File: config.mk
export PLATFORM = sky130hd
export DESIGN_NAME = shift_rows_stream
export DESIGN_NICKNAME = d
export VERILOG_FILES = /design/src/rtl/aes_pkg.sv /design/src/rtl/shift_rows_perm.sv /design/src/rtl/shift_rows_stream.sv
export SDC_FILE = /design/constraint.sdc
export NUM_CORES = 1
export LEC_CHECK = 0
export ABC_AREA = 1
export CAP_MARGIN = 25
export CELL_PAD_IN_SITES_DETAIL_PLACEMENT = 1
export CELL_PAD_IN_SITES_GLOBAL_PLACEMENT = 1
export CORE_MARGIN = 4
export CORE_UTILIZATION = 42
export DETAILED_ROUTE_END_ITERATION = 16
export GPL_TIMING_DRIVEN = 0
export HOLD_SLACK_MARGIN = 0.03
export PLACE_DENSITY_LB_ADDON = 0.1
export SYNTH_ARGS = -nofsm -noshare
export SYNTH_HDL_FRONTEND = slang
export SYNTH_SLANG_ARGS = --single-unit
File: constraint.sdc
create_clock -name clk -period 2.2 [get_ports clk]
set_clock_uncertainty 0.2 [all_clocks]
set_input_delay 0.33 -clock clk [delete_from_list [all_inputs] [get_ports clk]]
set_output_delay 0.33 -clock clk [all_outputs]
set_load 0.05 [all_outputs]
File: src/rtl/aes_pkg.sv
// aes_pkg: shared AES byte/word/state types plus the ShiftRows helpers
// (NB legality, buffer depth legality, per-row offsets, source column).
package aes_pkg;

    typedef logic [7:0]  aes_byte_t;
    typedef logic [31:0] aes_word_t;

    localparam int unsigned AES_ROWS = 4;

    // Only the Rijndael block sizes 128/192/256 bits are supported.
    function automatic bit nb_is_legal(input int unsigned nb);
        return (nb == 4) || (nb == 6) || (nb == 8);
    endfunction

    function automatic bit depth_is_legal(input int unsigned d);
        return (d >= 2) && ((d & (d - 1)) == 0);
    endfunction

    // Rijndael shift offsets: rows 2/3 shift further for 256-bit blocks.
    function automatic int unsigned row_offset(
        input int unsigned nb,
        input int unsigned row
    );
        int unsigned off;
        case (row)
            0:       off = 0;
            1:       off = 1;
            2:       off = (nb == 8) ? 3 : 2;
            default: off = (nb == 8) ? 4 : 3;
        endcase
        return off;
    endfunction

    // Column of the input byte that lands in (row, col) of the result.
    function automatic int unsigned src_col(
        input int unsigned nb,
        input int unsigned row,
        input int unsigned col,
        input bit          inv
    );
        int unsigned off;
        off = row_offset(nb, row);
        if (inv) begin
            return (col + nb - off) % nb;
        end
        return (col + off) % nb;
    endfunction

endpackage

File: src/rtl/shift_rows_perm.sv
// shift_rows_perm: purely combinational (Inv)ShiftRows byte permutation.
// Ports: in_data state in, inv selects inverse, out_data permuted state.
import aes_pkg::*;

module shift_rows_perm #(
    parameter int NB = 4
) (
    input  logic [0:32*NB-1] in_data,
    input  logic             inv,
    output logic [0:32*NB-1] out_data
);

    // Byte k sits at bits [8k +: 8]; row = k % 4, column = k / 4.
    for (genvar c = 0; c < NB; c++) begin : g_col
        for (genvar r = 0; r < AES_ROWS; r++) begin : g_row
            localparam int unsigned FWD = src_col(NB, r, c, 1'b0);
            localparam int unsigned INV = src_col(NB, r, c, 1'b1);
            localparam int unsigned DST = 8 * (4 * c + r);
            localparam int unsigned SRF = 8 * (4 * FWD + r);
            localparam int unsigned SRI = 8 * (4 * INV + r);

            assign out_data[DST +: 8] = inv ? in_data[SRI +: 8]
                                            : in_data[SRF +: 8];
        end
    end

endmodule

File: src/rtl/shift_rows_stream.sv
// shift_rows_stream: ShiftRows/InvShiftRows on a valid/ready stream with a
// DEPTH-entry result FIFO. Ports: clk, rst_n (async low), flush; in_valid/
// in_ready/in_inv/in_data; out_valid/out_ready/out_data; level occupancy.
import aes_pkg::*;

module shift_rows_stream #(
    parameter int NB    = 4,
    parameter int DEPTH = 4
) (
    input  logic                   clk,
    input  logic                   rst_n,
    input  logic                   flush,
    input  logic                   in_valid,
    output logic                   in_ready,
    input  logic                   in_inv,
    input  logic [0:32*NB-1]       in_data,
    output logic                   out_valid,
    input  logic                   out_ready,
    output logic [0:32*NB-1]       out_data,
    output logic [$clog2(DEPTH):0] level
);

    localparam int W  = 32 * NB;
    localparam int AW = $clog2(DEPTH);
    localparam int LW = AW + 1;

    if (!nb_is_legal(NB)) begin : g_bad_nb
        $error("shift_rows_stream: NB must be 4, 6 or 8");
    end

    if (!depth_is_legal(DEPTH)) begin : g_bad_depth
        $error("shift_rows_stream: DEPTH must be a power of 2, >= 2");
    end

    logic [0:W-1]    perm_data;
    logic [0:W-1]    mem_q [DEPTH];
    logic [AW-1:0]   wr_ptr_q;
    logic [AW-1:0]   wr_ptr_d;
    logic [AW-1:0]   rd_ptr_q;
    logic [AW-1:0]   rd_ptr_d;
    logic [LW-1:0]   level_q;
    logic [LW-1:0]   level_d;
    logic            full;
    logic            empty;
    logic            push;
    logic            pop;

    shift_rows_perm #(
        .NB(NB)
    ) u_perm (
        .in_data (in_data),
        .inv     (in_inv),
        .out_data(perm_data)
    );

    assign full  = (level_q == LW'(DEPTH));
    assign empty = (level_q == '0);

    // rst_n gates ready so nothing is offered while reset is held.
    // Full blocks push even if a pop happens on the same edge.
    assign in_ready  = rst_n && !full && !flush;
    assign out_valid = !empty;
    assign out_data  = mem_q[rd_ptr_q];
    assign level     = level_q;

    assign push = in_valid && in_ready;
    assign pop  = out_valid && out_ready;

    always_comb begin
        wr_ptr_d = wr_ptr_q;
        rd_ptr_d = rd_ptr_q;
        level_d  = level_q;
        if (flush) begin
            wr_ptr_d = '0;
            rd_ptr_d = '0;
            level_d  = '0;
        end else begin
            if (push) begin
                wr_ptr_d = wr_ptr_q + AW'(1);
            end
            if (pop) begin
                rd_ptr_d = rd_ptr_q + AW'(1);
            end
            unique case ({push, pop})
                2'b10:   level_d = level_q + LW'(1);
                2'b01:   level_d = level_q - LW'(1);
                default: level_d = level_q;
            endcase
        end
    end

    always_ff @(posedge clk or negedge rst_n) begin
        if (!rst_n) begin
            wr_ptr_q <= '0;
            rd_ptr_q <= '0;
            level_q  <= '0;
        end else begin
            wr_ptr_q <= wr_ptr_d;
            rd_ptr_q <= rd_ptr_d;
            level_q  <= level_d;
        end
    end

    // Storage is cleared on reset only so out_data never shows X.
    always_ff @(posedge clk or negedge rst_n) begin
        if (!rst_n) begin
            for (int i = 0; i < DEPTH; i++) begin
                mem_q[i] <= '0;
            end
        end else if (push) begin
            mem_q[wr_ptr_q] <= perm_data;
        end
    end

endmodule

# [Yosys cells after proc, flatten, opt, wreduce, memory -nomap -nowiden]
# Index checks and enable logic that the tools add are counted.
# W data, S select, Z words.
[totals] reg_bits=519 inputBits=134
[classes] addsub=4 n_lt_le_gt_ge=3 muxes=20 n_eq_ne=3 n_reduce_logical=12 bitwise=2
[op_table] cell="$bwmux W512" n=1
[op_table] cell="$mux W128" n=3
[op_table] cell="$bmux W128 S2" n=1
[op_table] cell="$demux W128 S2" n=1
[op_table] cell="$mux W8" n=8
[op_table] cell="$mux W2" n=4
[op_table] cell="$ge A3 B3 Y1 const B" n=2
[op_table] cell="$not A2 Y3" n=2
[op_table] cell="$pmux W3 S2" n=1
[op_table] cell="$logic_and A1 B1 Y1" n=5
[op_table] cell="$add A2 B1 Y2 const B" n=2
[op_table] cell="$reduce_bool A2 Y1" n=2
[op_table] cell="$add A3 B1 Y3 const B" n=1
[op_table] cell="$eq A3 B3 Y1 const B" n=1
[op_table] cell="$logic_not A1 Y1" n=3
[op_table] cell="$logic_not A3 Y1" n=1
[op_table] cell="$lt A3 B1 Y1 const B" n=1
[op_table] cell="$mux W3" n=1
[op_table] cell="$reduce_bool A3 Y1" n=1
[op_table] cell="$sub A3 B1 Y3 const B" n=1
[op_table] cell="$eq A2 B1 Y1 const B" n=1
[op_table] cell="$eq A2 B2 Y1 const B" n=1

# [Depth between registers and ports, before layout]
[logic_depth] depth_word=8 depth_mapped=14 depth_no_buf=14

# [Hierarchy]
# A second synthesis with hierarchy kept.
[unflattened] cells_unflattened=2836 area_unflattened_um2=24258.3
[by_module_without_submodules] module="shift_rows_stream" area_each_um2=22933.2 n_inst=1 cells_per_inst=2566
[by_module_without_submodules] module="shift_rows_perm" area_each_um2=1325.0 n_inst=1 cells_per_inst=270

# [Least setup slack after synthesis]
# OpenSTA, ideal clock, no wires.
[synth_timing] path_type="register -> register" start="register level_q[0], in the netlist level[0]" end="register level_q[0], in the netlist level[0]" setup_ns=0.067 path_stages_with_launch=7 period_less_slack_ns=2.468 required_ns=1.933 path_buffers=0 slack_ns=-0.268 arrival_ns=2.201 path_cell_list="dfrtp_1 nor2_2 a21oi_1 nand3_1 nand3_1 nand2_1 nand2_1"
[synth_via] elab_chain_cells=8 elab_cells_between_ends=15 cone_classes="add/sub (2); eq/ne (3); mux (2); reduce/logical (8)"
[synth_lines] item="start: declaration" line_no="shift_rows_stream.sv:41" text="logic [LW-1:0] level_q;"
[synth_lines] item="start signal: assignment" line_no="shift_rows_stream.sv:100" text="level_q <= level_d;"
[synth_lines] item="$eq A3 B3 Y1 *" line_no="shift_rows_stream.sv:56" text="assign full = (level_q == LW'(DEPTH));"
[synth_lines] item="$logic_not A1 Y1 *" line_no="shift_rows_stream.sv:61" text="assign in_ready = rst_n && !full && !flush;"
[synth_lines] item="$logic_and A1 B1 Y1 * (2 in a row)" line_no="shift_rows_stream.sv:61"
[synth_lines] item="net in_ready" line_no="shift_rows_stream.sv:14" text="output logic in_ready,"
[synth_lines] item="$logic_and A1 B1 Y1 *" line_no="shift_rows_stream.sv:66" text="assign push = in_valid && in_ready;"
[synth_lines] item="$eq A2 B1 Y1 / $eq A2 B2 Y1 (equally long branches)" line_no="shift_rows_stream.sv:84" text="unique case ({push, pop})"
[synth_lines] item="$pmux W3 S2" line_no="shift_rows_stream.sv:84"
[synth_lines] item="$mux W3" line_no="shift_rows_stream.sv:73" text="if (flush) begin"
# The timed path passes the listed nets; every way through them passes the cells marked *.
# A chain may end at the register's enable or synchronous reset.

# [Worst setup path in the final report]
[layout_timing] start="register rd_ptr_q[0]" end="output out_data[10] (netlist name)"
[layout_via] elab_chain_cells=4
[layout_lines] item="start: declaration" line_no="shift_rows_stream.sv:39" text="logic [AW-1:0] rd_ptr_q;"
[layout_lines] item="start signal: assignment" line_no="shift_rows_stream.sv:99" text="rd_ptr_q <= rd_ptr_d;"
[layout_lines] item="$not A2 Y3 (not written as such)" line_no="shift_rows_stream.sv:63" text="assign out_data = mem_q[rd_ptr_q];"
[layout_lines] item="$bmux W128 S2" line_no="shift_rows_stream.sv:63"
[layout_lines] item="$mux W128 (not written as such) (2 in a row)" line_no="shift_rows_stream.sv:63"
[layout_lines] item="end: declaration" line_no="shift_rows_stream.sv:19" text="output logic [0:32*NB-1] out_data,"
# No other way between the ends. The select of a mux whose other input is x is not followed.

==> results.toml <==
[status]
status = "finished, violations left"
failed_checks = "hold timing, setup timing"

[detailed_routing]
wl_met2_um = 46270
drc = 0
drt-pass1-iter-count = 5
antenna_left = 0
met3WireLength_um = 5988
wirelength_um = 96270
m1WireLength_um = 40330
dr.max_layer_used = "met4"
via_per_inst = 5.598
vias = 22791
avgRoutedWirePerCell_um = 23.65
dr.first_iter.drc_count = 1724

[synthesis]
synthFlopType = "dfrtp_1"
synth_nets = 3071
async_flop_share_pct = 100.0
seq_area_frac_synth_pct = 55.47
syn-cell-area_mm2 = 0.02341
avgSynthCellArea_um2 = 7.986
yosys_register_bits = 519
ys_warn_count = 0
syn_inst = 2932
synth-edff-count = 0
ys_types = 25

[timing]
max_slew_margin_pct = 33.56
setup_slack_ns = -0.7266
min_period_ns = 2.927
maxSlewViolCount = 0
setup_viol = 128
worst_pin_slew_ns = 0.9966
timing.final.crit_share_pct = 133.0
max_freq_mhz = 341.7
rsz0062_at_grt = "true"
whs_ns = -0.5115
finalHoldViolCount = 86

[worst_setup_path]
path_class = "flip-flop to primary output"
r2r_end = "mem_q[72]"
timing.rr.start = "level[0]"
arrival_ns = 2.40
startpoint = "rd_ptr_q[0]"
cp-start-kind = "flip-flop"
endpoint_kind = "primary output"
worstPathRequired_ns = 1.67
r2r_cells = 9
path_max_fanout = 10
r2r_slack_ns = 0.08

[cells_and_area]
final_area_mm2 = 0.03133
drive_gt1_share_pct = 20.23
area_delta_synth_final_pct = 33.82
finish.utilization_pct = 56.87
seq_area_mm2 = 0.01299
nNetsFinal = 3417
multi_input_area_mm2 = 0.01019
num-fill-cells = 6434

[grt]
grt_pass1_wl_um = 145600
first_global_vias = 24602
track_usage_pct = 31.31
grt_max_degree = 124
gr-total-overflow = 0
antenna_found_initial = 0

[die]
die_h_um = 244.1
rows = 86
chipWidth_um = 244.1
boundaryPins = 267
core_area_mm2 = 0.05509
initial_core_util_pct = 42.50
die_area_mm2 = 0.05959

[clocking]
cts_tree = "done"
path_clk_slew_ns = 0.06
clock-sinks = 519
root_buffer = "clkbuf_16"
max-clock-path-buffers = 3
cts_hold_buf = 1
cts_buffers = 58
clk_latency_ns = 0.63
htreeDepth = 2

[power]
power_w = 0.04572
leakagePower_nw = 15.78
powerDensity_mw_per_mm2 = 1459
peakVddDrop_mv = 1.534

[place]
placed_cell_area_mm2 = 0.02793
io_buffers = 265
dpl.hpwl_um = 65290
place_congestion = 0.8873

[flow_run]
maxCapViolations = 0

[min_path]
worstHoldPathType = "primary input to async pin"
==> worst max-delay path: stages, from the launching register on <==
cell	delay, ns
dfrtp_2	0.48
buf_12	0.17
clkinvlp_4	0.08
buf_12	0.15
clkbuf_16	0.20
buf_12	0.16
o21ai_1	0.09
o22ai_2	0.22
buf_6	0.21
==> sequential cells by signal, summed over array words and instances, names as in the netlist <==
signal,flops
rd_ptr_q,2
mem_q,512
level,3
wr_ptr_q,2
==> routing by layer <==
metal,global-route usage (%),vias to the layer above
li1,-,10151
met1,42.07,11700
met2,51.34,748
met3,4.879,192
met4,12.15,0
met5,0,-
==> how the worst max path moves through the flow <==
stage,slack (ns),end,cells past startpoint
finish,-0.73,out_data[10],8
global route,-0.78,out_data[10],8
CTS,-0.73,out_data[76],7
detailed placement,-1.67,out_data[46],6
global placement,-24.31,level[0],1
floorplan,0.01,out_data[10],6
==> final cells by class <==
cell class	count	area share, %
clock inverters	24	0.8945
clock buffers	80	5.475
multi-input cells	2096	32.53
inverters	111	1.350
well taps	748	2.987
flip-flops and latches	519	41.47
plain buffers	206	5.123
repair buffers	286	10.16
diodes	1	0.007987
==> layout by cell type, fill, tap and decap left out, types with 15 or more instances in the layout <==
| cell type | Yosys | final |
|---|---|---|
| a21oi_1 | 34 | 33 |
| buf_12 | 0 | 21 |
| buf_2 | 106 | 69 |
| buf_4 | 15 | 26 |
| buf_6 | 4 | 139 |
| clkbuf_1 | 79 | 16 |
| clkbuf_16 | 0 | 65 |
| clkbuf_2 | 0 | 27 |
| clkbuf_4 | 0 | 44 |
| clkbuf_8 | 0 | 17 |
| clkdlybuf4s50_1 | 0 | 131 |
| clkinv_2 | 0 | 15 |
| dfrtp_1 | 519 | 515 |
| inv_1 | 104 | 103 |
| nand2_1 | 1077 | 1076 |
| nor2_1 | 291 | 269 |
| nor2_2 | 1 | 19 |
| o21ai_0 | 316 | 203 |
| o21ai_1 | 230 | 287 |
| o21ai_2 | 0 | 52 |
| o22ai_2 | 0 | 122 |
==> repair_timing <==
| item | 4_1_cts | 5_1_grt |
|---|---|---|
| gates cloned | 0 | 6 |
| resized for setup | 1033 | 369 |
| setup buffers | 2 | 7 |
| setup endpoints to repair | 209 | 563 |
| endpoints found under the hold margin | 72 | 61 |
| pin swaps | 9 | 45 |
==> cells by family after synthesis <==
family	after synthesis	synth area share [%]
simple gates	1382	22.35
flops	519	55.47
compound gates	709	15.85
buf+inv	317	6.028
fa+ha+maj	5	0.2993
==> cells in the mapped netlist (2+ instances only) <==
library cell  instances  area, um2
nand2_1            1077       4043
dfrtp_1             519      12990
o21ai_0             316       1582
nor2_1              291       1092
o21ai_1             230       1151
o22ai_1             128      800.8
buf_2               106      530.5
inv_1               104      390.4
clkbuf_1             79      296.5
a21oi_1              34      170.2
buf_4                15      112.6
inv_2                 6      22.52
buf_6                 4      45.04
ha_1                  4      50.05
nand2_2               4      25.02
nand4_1               4      25.02
buf_1                 2      7.510
nand3_1               2      10.01
==> power by group <==
part | internal [W] | total, W | switching (W)
combinational | 0.00767 | 0.0214 | 0.0137
sequential | 0.0123 | 0.0141 | 0.00178
clock | 0.00611 | 0.0103 | 0.00416
==> per-stage QoR <==
stage / TNS, ns / hold WS [ns] / setup WS [ns] / instances
3_3_place_gp: - / 0.2567 / -24.31 / 3945
4_1_cts: -91.02 / -0.5227 / -0.7345 / 4056
3_5_place_dp: -353.21 / 0.1409 / -1.669 / 3949
5_1_grt: -87.23 / -0.4818 / -0.7774 / 4070
6_report: -80.26 / -0.5115 / -0.7266 / 4071
2_1_floorplan: 0 / -0.1656 / 0.01376 / 2932
(Power assumes the default switching activity.)
==> RTL change 1, RTL diff (same settings) <==
Set the parameter `DEPTH` to 2 (it was 4).
--- a/src/rtl/shift_rows_stream.sv
+++ b/src/rtl/shift_rows_stream.sv
@@ -7,3 +7,3 @@
     parameter int NB    = 4,
-    parameter int DEPTH = 4
+    parameter int DEPTH = 2
 ) (
Ports: changed (resized level); port bits go from 267 to 266. No check against the original RTL was run, so the function may have changed too.
==> RTL change 1 against the unedited design <==
  * The run ends with negative setup slack left
  * Count of clock-buffer cells in the layout is 42 lower
  * Final area is 42% lower
  * Via count is 47% lower
  * Power is 51% lower
  * Wire length is 52% lower
  * Cell count is 43% lower
  * Synthesized area is 48% lower
  * Global-route usage is 5.0 points lower
  * Setup slack better by 0.52 ns
  * Register-to-register slack better by 0.13 ns
  * Sequential cell count is 259 lower
  * Core utilization is 6.3 points higher
==> RTL change 1: results (changes against the unedited design) <==
* Outcome: finished with violations
* Failing checks: negative setup slack
* # setup viols final at 127 (-0.78%)
* Largest net degree at the start of global routing at 106 (-15%)
* Met1 usage at 34.7% (-7.3 points)
* Routed length per instance at 20.0 µm (-16%)
* Worst Setup SP: rd_ptr_q
* Met3 Use GR at 4.11% (-0.77 points)
* VDD IR max at 0.000766 V (-50%)
* Vias in the first global route at 12700 (-48%)
* Sequential share of the synthesized area at 53.0% (-2.5 points)
* GRT Overall Usage at 26.3% (-5.0 points)
* Total negative slack at -15.95 ns (+64.31 ns)
* Worst R2R Setup Slack at 0.21 ns (+0.13 ns)
* Synth cell count leaders: nand2_1 (683), dfrtp_1 (260), inv_1 (164)
* # nets final at 2033 (-41%)
* Clock power frac at 23.5% (+1.0 points)
* Fillers at 3307 (-49%)
* CP Max Fanout at 8 (-2)
* PortBufs at 264 (-0.38%)
* R2r startpoint: level[1]
* Cell Area, Placed at 15500 µm² (-45%)
* Routed met2 length at 23100 µm (-50%)
* First-pass GRT wire length at 67000 µm (-54%)
* Top post-synthesis cells by area: dfrtp_1 (53%), nand2_1 (21%), o21ai_0 (6.5%)
* Largest register FFs at 256 (-50%)
* Fraction of layout cells with a size suffix above 1 at 25.4% (+5.2 points)
* Initial antenna violation count at 1 (+1)
* Post-DP HPWL at 29300 µm (-55%)
* DP Worst Slack at -1.06 ns (+0.607 ns)
* DRT met1 WL at 19200 µm (-52%)
* Sw Pwr at 0.00918 W (-53%)
* Setup ws final at -0.208 ns (+0.519 ns)
* Clock latency on the worst-skew pair at 0.54 ns (-0.09 ns)
* H-tree levels at 1 (-1)
* CTS Buf Count at 29 (-50%)
* Actual slew at the worst max-slew pin at 0.645 ns (-0.351 ns)
* Syn Nets at 1712 (-44%)
* Worst min-delay path class: in -> reg
* Crit path DAT at 1.88 ns (-0.52 ns)
* Crit path to: out_data[68]
* Register share of total power at 32.3% (+1.5 points)
* DRT iter0 DRCs at 788 (-54%)
RTL change 1: repair_timing:
item | 4_1_cts | 5_1_grt
setup buffers | 1 | 3
gates resized for setup | 988 | 336
pin swaps | 1 | 25
cloned | 2 | 9
hold endpoints to repair | 188 | 159
hold buffers | 1 | 8
setup endpoints to repair | 132 | 132
RTL change 1: cell type report:
| cell class | count | area [µm²] | area share (%) |
|---|---|---|---|
| plain buffers | 97 | 851 | 4.68 |
| repair buffers | 290 | 3440 | 18.9 |
| clock inverters | 14 | 208 | 1.14 |
| clock buffers | 38 | 820 | 4.51 |
| well taps | 384 | 480 | 2.64 |
| multi-input cells | 1053 | 5240 | 28.8 |
| flip-flops and latches | 260 | 6510 | 35.8 |
| inverters | 168 | 638 | 3.51 |
RTL change 1: cell families (layout without fill, tap and decap cells):
group           after synthesis  in the layout  share of synthesized area (%)
compound gates              323            323                           14.7
buf+inv                     265            607                           9.56
flops                       260            260                           53.0
simple gates                730            730                           22.7
RTL change 1: how the worst min path moves through the flow:
stage | startpoint | to | slack, ns | cells past startpoint
floorplan | rst_n | level[0] | -0.17 | 0
global placement | mem_q[53] | mem_q[53] | 0.26 | 2
detailed placement | rst_n | mem_q[232] | 0.06 | 1
CTS | rst_n | mem_q[232] | -0.45 | 2
global route | in_data[21] | mem_q[170] | 0.16 | 3
finish | in_data[115] | mem_q[76] | 0.16 | 3
RTL change 1: per-stage QoR:
stage,cells,utilization (%),hold slack [ns],total power (W)
finish,2304,63.2,0.157,0.0223
global route,2304,63.2,0.162,0.0234
CTS,2284,58.4,-0.451,0.0209
detailed placement,2228,53.7,0.0648,0.0153
global placement,2226,53.5,0.262,0.0150
floorplan,1578,-,-0.166,0.0125
==> RTL change 2, RTL diff (config.mk and constraints unchanged) <==
Without the edit above. Make the reset (`rst_n`) synchronous in 2 clocked blocks. Comments in the files are not updated.
--- a/src/rtl/shift_rows_stream.sv
+++ b/src/rtl/shift_rows_stream.sv
@@ -91,3 +91,3 @@
 
-    always_ff @(posedge clk or negedge rst_n) begin
+    always_ff @(posedge clk) begin
         if (!rst_n) begin
@@ -104,3 +104,3 @@
     // Storage is cleared on reset only so out_data never shows X.
-    always_ff @(posedge clk or negedge rst_n) begin
+    always_ff @(posedge clk) begin
         if (!rst_n) begin
Function: differs if rst_n is asserted again (counterexample within 4 cycles, from zero or initial values and one cycle with rst_n low); with rst_n held inactive, the same outputs for 4 cycles.
==> RTL change 2 against the unedited design <==
  * The run ends with negative setup slack left
  * Final area up 3.5%
  * Synthesized area up 2.6%
  * Setup slack better by 0.15 ns
  * Sequential cell count up 2
  * Highest routed layer is now met5
  * Critical endpoint is now out_data[25]
  * Wire length fell by 11%
  * Critical path depth shrank 1
Power is not compared: it rests on default switching activity, and its combinational part moved more than twofold at a synthesized area within 25%.
==> RTL change 2: results (changes against the unedited design) <==
* Distinct cells, synth at 24 (-4.0%)
* Compound-Gate Fraction of Synth Area at 10.2% (-5.7 points)
* Number of buffers added for setup after CTS at 4 (+2)
* Slowest stage cell, crit path: dfxtp_4
* Max stage delay on crit path at 0.38 ns (-0.10 ns)
* Top post-synthesis cells by area: edfxtp_1 (64%), nor2_1 (10%), o21ai_0 (6.6%)
* Post-synth EDFFs at 512 (+512)
* Actual slew at the worst max-slew pin at 0.940 ns (-0.0562 ns)
* Reg2Reg Capture Point: mem_q[2][80]
* # setup viols final at 348 (+170%)
* DP Worst Slack at -1.68 ns (-0.0148 ns)
* Failing checks: negative setup slack
* Vias per cell at 5.39 (-3.7%)
* Number of multi-input logic gates at 1332 (-36%)
* Ys async rst share at 0% (-100 points)
* Setup ws final at -0.580 ns (+0.146 ns)
* Flops & latches, synth at 521 (+0.39%)
* Routed met2 length at 43200 µm (-6.6%)
* Reg2Reg Depth at 7 (-2)
* Initial antenna violation count at 8 (+8)
* Crit path to: out_data[25]
* Sequential share of the synthesized area at 64.7% (+9.3 points)
* Total negative slack at -100.63 ns (-20.37 ns)
* # clk buffers at 71 (-11%)
* Signal inverters at 313 (+180%)
* Buffering overhead at 15.2% (-0.097 points)
* DRT met1 WL at 34700 µm (-14%)
* GRT Overall Usage at 26.6% (-4.7 points)
* Antenna Diode Count at 7 (+6)
* DR top layer: met5
* Fraction of area in registers at 48.0% (+6.6 points)
* Outcome: finished with violations
* Syn Inst Count at 2314 (-21%)
==> RTL change 2: cell count changes after synthesis, sizes merged, moves of 2 or more <==
| cell | before | now |
|---|---|---|
| nor2 | 292 | 777 |
| dfxtp | 0 | 9 |
| ha | 4 | 1 |
| nor3 | 0 | 4 |
| clkbuf | 79 | 101 |
| a21oi | 34 | 8 |
| inv | 111 | 313 |
| dfrtp | 519 | 0 |
| o21ai | 546 | 321 |
| nand4 | 4 | 2 |
| nand3 | 3 | 5 |
| buf | 127 | 52 |
| edfxtp | 0 | 512 |
| nand2 | 1081 | 80 |
==> RTL change 2: worst min-delay path by stage <==
stage | startpoint | end | slack (ns) | cells past startpoint
2_1_floorplan | rd_ptr_q[0] | flop | 0.25 | 2
6_report | in_inv | mem_q[0][2] | 0.20 | 4
3_3_place_gp | level[0] | level[0] | 0.26 | 1
4_1_cts | rst_n | level[2] | 0.08 | 5
3_5_place_dp | level[0] | level[0] | 0.27 | 1
5_1_grt | rst_n | level[2] | 0.20 | 5
